===== config.mk =====
export PLATFORM = sky130hd
export DESIGN_NAME = instr_decode
export DESIGN_NICKNAME = d
export VERILOG_FILES = /design/src/rtl/isa_pkg.sv /design/src/rtl/cond_check.sv /design/src/rtl/instr_decode.sv
export SDC_FILE = /design/constraint.sdc
export NUM_CORES = 1
export LEC_CHECK = 0
export BUFFER_PORTS_ARGS = -buffer_cell sky130_fd_sc_hd__buf_4
export CAP_MARGIN = 20
export CORE_UTILIZATION = 43
export DETAILED_ROUTE_END_ITERATION = 16
export PLACE_DENSITY_LB_ADDON = 0.25
export RECOVER_POWER = 100
export SLEW_MARGIN = 20
export SYNTH_ARGS = -nofsm -noshare
export SYNTH_HDL_FRONTEND = slang
export SYNTH_SLANG_ARGS = --single-unit
export TNS_END_PERCENT = 20

===== constraint.sdc =====
create_clock -name clk -period 1.53 [get_ports clk]
set_input_delay 0.153 -clock clk [delete_from_list [all_inputs] [get_ports clk]]
set_output_delay 0.153 -clock clk [all_outputs]
set_load 0.005 [all_outputs]

===== src/rtl/isa_pkg.sv =====
// Shared ISA encodings for the multicycle datapath: opcodes, op_ext codes,
// condition codes, PSR bit positions and the fetch FSM encoding.
package isa_pkg;

    localparam logic [3:0] OP_RTYPE  = 4'b0000;
    localparam logic [3:0] OP_OPEXT  = 4'b0100;
    localparam logic [3:0] OP_BCOND  = 4'b1100;

    localparam logic [3:0] EXT_LOAD  = 4'b0000;
    localparam logic [3:0] EXT_STOR  = 4'b0100;
    localparam logic [3:0] EXT_JAL   = 4'b1000;
    localparam logic [3:0] EXT_JCOND = 4'b1100;
    localparam logic [3:0] EXT_CMP   = 4'b1011;

    localparam logic [3:0] CC_EQ = 4'h0;
    localparam logic [3:0] CC_NE = 4'h1;
    localparam logic [3:0] CC_CS = 4'h2;
    localparam logic [3:0] CC_CC = 4'h3;
    localparam logic [3:0] CC_HI = 4'h4;
    localparam logic [3:0] CC_LS = 4'h5;
    localparam logic [3:0] CC_GT = 4'h6;
    localparam logic [3:0] CC_LE = 4'h7;
    localparam logic [3:0] CC_FS = 4'h8;
    localparam logic [3:0] CC_FC = 4'h9;
    localparam logic [3:0] CC_LO = 4'hA;
    localparam logic [3:0] CC_HS = 4'hB;
    localparam logic [3:0] CC_LT = 4'hC;
    localparam logic [3:0] CC_GE = 4'hD;
    localparam logic [3:0] CC_UC = 4'hE;
    localparam logic [3:0] CC_NV = 4'hF;

    localparam int PSR_C = 4;
    localparam int PSR_L = 3;
    localparam int PSR_F = 2;
    localparam int PSR_Z = 1;
    localparam int PSR_N = 0;

    typedef enum logic [1:0] {
        F_IDLE = 2'd0,
        F_WAIT = 2'd1,
        F_HOLD = 2'd2
    } fetch_state_e;

endpackage


===== src/rtl/cond_check.sv =====
// Combinational Bcond/Jcond evaluator: condition code against PSR {C,L,F,Z,N}.
module cond_check
    import isa_pkg::*;
(
    input  logic [3:0] cond,
    input  logic [4:0] psr,
    output logic       branch
);

    logic c, l, f, z, n;
    assign c = psr[PSR_C];
    assign l = psr[PSR_L];
    assign f = psr[PSR_F];
    assign z = psr[PSR_Z];
    assign n = psr[PSR_N];

    always_comb begin
        branch = 1'b0;
        case (cond)
            CC_EQ: branch = z;
            CC_NE: branch = !z;
            CC_CS: branch = c;
            CC_CC: branch = !c;
            CC_HI: branch = l;
            CC_LS: branch = !l;
            CC_GT: branch = n;
            CC_LE: branch = !n;
            CC_FS: branch = f;
            CC_FC: branch = !f;
            CC_LO: branch = !l && !z;
            CC_HS: branch = l || z;
            CC_LT: branch = !n && !z;
            CC_GE: branch = n || z;
            CC_UC: branch = 1'b1;
            default: branch = 1'b0;
        endcase
    end

endmodule


===== src/rtl/instr_decode.sv =====
// Instruction fetch/capture, field split, PSR ownership and branch condition
// evaluation for the multicycle controller.
module instr_decode
    import isa_pkg::*;
#(
    parameter int WIDTH       = 16,
    parameter int MEM_LATENCY = 1
)(
    input  logic             clk,
    input  logic             reset,
    input  logic             fetch_en,
    input  logic [WIDTH-1:0] mem_rdata,
    input  logic [4:0]       flags_in,
    input  logic [4:0]       flag_mask,
    input  logic             psr_wr,
    output logic             ir_valid,
    output logic             fetch_busy,
    output logic             fetch_overrun,
    output logic [WIDTH-1:0] instr,
    output logic [3:0]       op,
    output logic [3:0]       rdest,
    output logic [3:0]       cond,
    output logic [3:0]       op_ext,
    output logic [3:0]       rsrc,
    output logic [WIDTH-1:0] imm_sext,
    output logic [WIDTH-1:0] imm_zext,
    output logic [4:0]       psr,
    output logic             branch
);

    localparam logic [1:0] LAT_INIT = 2'(MEM_LATENCY - 1);

    fetch_state_e     state, state_nxt;
    logic [1:0]       lat_cnt, lat_nxt;
    logic [WIDTH-1:0] ir;
    logic             ir_load, vld_nxt, ovr_set;

    always_ff @(posedge clk) begin
        if (!reset) begin
            state         <= F_IDLE;
            lat_cnt       <= 2'd0;
            ir            <= '0;
            ir_valid      <= 1'b0;
            fetch_overrun <= 1'b0;
            psr           <= 5'd0;
        end else begin
            state    <= state_nxt;
            lat_cnt  <= lat_nxt;
            ir_valid <= vld_nxt;
            if (ir_load) ir <= mem_rdata;
            if (ovr_set) fetch_overrun <= 1'b1;
            if (psr_wr)  psr <= (psr & ~flag_mask) | (flags_in & flag_mask);
        end
    end

    // A request arriving mid-fetch is dropped; only the sticky overrun flag records it.
    always_comb begin
        state_nxt = state;
        lat_nxt   = lat_cnt;
        ir_load   = 1'b0;
        vld_nxt   = ir_valid;
        ovr_set   = 1'b0;
        case (state)
            F_IDLE, F_HOLD: begin
                if (fetch_en) begin
                    state_nxt = F_WAIT;
                    lat_nxt   = LAT_INIT;
                    vld_nxt   = 1'b0;
                end
            end
            F_WAIT: begin
                ovr_set = fetch_en;
                if (lat_cnt == 2'd0) begin
                    ir_load   = 1'b1;
                    state_nxt = F_HOLD;
                    vld_nxt   = 1'b1;
                end else begin
                    lat_nxt = lat_cnt - 2'd1;
                end
            end
            default: state_nxt = F_IDLE;
        endcase
    end

    assign fetch_busy = (state == F_WAIT);

    assign instr    = ir;
    assign op       = ir[15:12];
    assign rdest    = ir[11:8];
    assign cond     = ir[11:8];
    assign op_ext   = ir[7:4];
    assign rsrc     = ir[3:0];
    assign imm_sext = {{(WIDTH-8){ir[7]}}, ir[7:0]};
    assign imm_zext = {{(WIDTH-8){1'b0}}, ir[7:0]};

    cond_check u_cond_check (
        .cond   (ir[11:8]),
        .psr    (psr),
        .branch (branch)
    );

endmodule

==> summary.md <==
In this run the worst hold path is classified as in2reg. The final worst-path setup slack was -0.05499 ns; the routed wirelength normalized by instance count was 11.50 um. For the proportion of synthesized chip area in sequential cells, the log shows 0.3156. The number of instances in the synthesized netlist came out at 209. Setup repair after global routing could not meet its margin everywhere. The H-tree depth reported by CTS is 1.

Before antenna repair, the detailed router went through 4 iterations. The pin count of the biggest net entering global routing came out at 28. The worst setup path is launched from a flop. Along the worst hold path, the cell count comes to 3.

After clock tree synthesis, the clock-pin slew on the worst setup and hold paths is 0.09 ns. Sum of overflow across all layers after global routing: 0. Including well taps, the total number of placed cells is 306.

Type of element capturing the critical path: an output pin. The later-pin clock latency in the skew report is 0.27 ns. The number of slew-limit violations in the final report came out at 0. The number of cells on the worst reg-to-reg path is 4. The checks that failed: negative setup slack. For the DRC violations left, the log shows 0. Counting flops with a built-in enable in the synthesized netlist gives 0. The async set-reset flop share out of synthesis works out to 0. The run gives 2 as the maximum count of clock buffers along a single path. After floorplanning, the core was sized to cover 3744 um2. Summed over all cells, the static leakage comes to 0.9868 nW.

The logs give -0.05499 ns for the final total negative setup slack and 1.43 ns for the critical path data arrival time. The run gives 0 as the final number of hold-violating endpoints. The first global-routing pass estimated 5.789 mm of wire.

At the end of routability-driven placement, the weighted congestion stood at 0.8422. The tool flagged a number of max-cap violations equal to 0. The commonest cells after synthesis are sky130_fd_sc_hd__buf_4 (53), sky130_fd_sc_hd__nand2_1 (45), sky130_fd_sc_hd__dfxtp_1 (27). The DRC marker count from the first detailed-route iteration was 90; the synthesized area was 1713 um2. The number of port buffers is 98, and the number of ports placed on the die boundary is 107. For this run, the leading register cell type out of synthesis is sky130_fd_sc_hd__dfxtp_1.

The logs give 27 for the number of clock sinks and 0 for the number of antenna violations at the first check in global routing. The critical path is of the reg2out type. After detailed routing, the total wire length is 3.575 mm. Via count of the first global-routing pass: 1269.

The tools report the highest clock rate as 630.9 MHz. The die extent in x was 65.12 um; the count of final setup violators was 1. For the final database, setup skew stands at 0.002805 ns. Of all cell types, the one taking the most synthesized area is sky130_fd_sc_hd__dfxtp_1. The share of layout cells above drive strength 1 came out at 0.4753. The required time at the worst-slack endpoint was 1.38 ns; the post-route clock period utilization was 1.036. Using the TritonRoute via totals, the vias-per-cell ratio works out to 4.579.

The area growth from synthesis to final layout works out to 26.37%. The sum of net half-perimeters after detailed placement was 2.634 mm. Synthesis instantiated 40 different standard cells from the library. The overall track demand over capacity in global routing is 0.1752. After synthesis, the cell types taking the most area are sky130_fd_sc_hd__dfxtp_1 (32%), sky130_fd_sc_hd__buf_4 (23%), sky130_fd_sc_hd__nand2_1 (9.9%), sky130_fd_sc_hd__a21boi_0 (6.1%), sky130_fd_sc_hd__a21boi_2 (5.9%).

The finished layout holds 311 standard cells, fillers aside. Yosys instantiated no cell more often than sky130_fd_sc_hd__buf_4. Averaged over all synthesized cells, the footprint is 8.196 um2. In this run the power density over the cells is 696.6 nW/um2. The starting density of the core was 0.4576. At the placement stage, the worst setup path has a slack of 0.1002 ns. The logs give 0 for the number of warnings issued by yosys and 0 for the hold buffer count at cts.

The flow ran to the end, but the final reports show violations. The total number of vias was 1424; the row count was 22. The die covers 4240 um2. The worst path needs 1.585 ns of the cycle, external delays included. Antenna violation net count after detailed routing: 0. TritonCTS built the clock tree.

Number of clock buffers inserted by TritonCTS: 3. The top-area cell type share of the netlist area is 0.3156. For this run, the post-layout net count is 295. The tree is rooted in a sky130_fd_sc_hd__clkbuf_8. The highest ir drop seen on vdd was 564.2 uV; the flip-flop and latch count after synthesis was 27. The number of antenna diodes in the final layout is 0. In this run the vertical extent of the chip is 65.12 um.

Of all nets on the critical path, the largest fanout is 7.
## worst max-delay path: stages (launching register included)
cell	delay [ns]
sky130_fd_sc_hd__dfxtp_4	0.38
sky130_fd_sc_hd__buf_4	0.14
sky130_fd_sc_hd__nand2_2	0.07
sky130_fd_sc_hd__nand3_1	0.08
sky130_fd_sc_hd__a211o_1	0.29
sky130_fd_sc_hd__nand4_1	0.09
sky130_fd_sc_hd__buf_4	0.11
## cell families after synthesis
| kind of cell | count (synthesis) | synth area share |
|---|---|---|
| adder cells (fa/ha/maj) | 1 | 0.007303 |
| flip-flops | 27 | 0.3156 |
| multiplexers | 2 | 0.01169 |
| AO/OA/AOI/OAI | 37 | 0.1739 |
| buffers and inverters | 69 | 0.2900 |
| AND/OR/NAND/NOR | 70 | 0.1892 |
| XOR/XNOR | 2 | 0.01023 |
| other | 1 | 0.002189 |
## final timing paths
path	from	end	slack, ns
setup / recovery	instr[10]$_SDFFE_PN0P_	branch	-0.05
hold / removal	mem_rdata[9]	instr[9]$_SDFFE_PN0P_	0.12
setup reg to reg	state[0]$_SDFFE_PN0P_	instr[1]$_SDFFE_PN0P_	0.25
hold reg to reg	instr[13]$_SDFFE_PN0P_	instr[13]$_SDFFE_PN0P_	0.48
## through the flow
stage                     total power [W]  hold slack [ns]  cell area (um2)  utilization
after floorplan                  0.001008           0.2978             1739            -
after global placement           0.001123           0.4130             2110       0.5635
after detailed placement         0.001129           0.4171             2110       0.5635
after CTS                        0.001547           0.1120             2180       0.5822
after global routing             0.001598           0.1172             2165       0.5782
final                            0.001508           0.1232             2165       0.5782
## final cells by class
type	count	area, um2
Fill cell	367	1579
Timing Repair Buffer	105	777.0
Multi-Input combinational cell	120	706.9
Sequential cell	27	549.3
Tap cell	48	60.06
Clock buffer	4	45.04
Inverter	7	26.28
## cells in the final DEF, fill, tap and decap left out, types with 2 or more instances in the layout
cell type,count
sky130_fd_sc_hd__a21oi_1,4
sky130_fd_sc_hd__nand2_1,44
sky130_fd_sc_hd__nor2_1,2
sky130_fd_sc_hd__nor2b_1,4
sky130_fd_sc_hd__clkbuf_1,4
sky130_fd_sc_hd__clkbuf_8,3
sky130_fd_sc_hd__dfxtp_1,24
sky130_fd_sc_hd__nor3_1,2
sky130_fd_sc_hd__clkbuf_4,44
sky130_fd_sc_hd__nand3_1,7
sky130_fd_sc_hd__inv_1,6
sky130_fd_sc_hd__a21boi_0,14
sky130_fd_sc_hd__a21boi_2,9
sky130_fd_sc_hd__a31oi_1,2
sky130_fd_sc_hd__dfxtp_4,2
sky130_fd_sc_hd__conb_1,8
sky130_fd_sc_hd__buf_4,58
sky130_fd_sc_hd__nand2_2,2
## where the power goes
group	internal [W]	switching [W]	leakage, nW
registers	0.000733	0.0000357	0.222
clock network	0.000187	0.000220	0.0228
logic	0.000198	0.000134	0.742
## layer usage
metal	share of wire	wire (um)	GRT usage	up-vias
met4	0.0048	17	0.04891	0
met1	0.44	1570	0.2090	648
met2	0.49	1764	0.3138	48
met5	0	0	0	-
met3	0.062	223	0.03819	2
li1	-	-	-	726
## repair_timing
| action | 4_1_cts | 5_1_grt |
|---|---|---|
| setup buffers | 1 | 0 |
| setup endpoints to repair | 1 | 1 |
| pin swaps | 7 | 2 |
| resized for setup | 9 | 1 |
(Power assumes the default switching activity.)
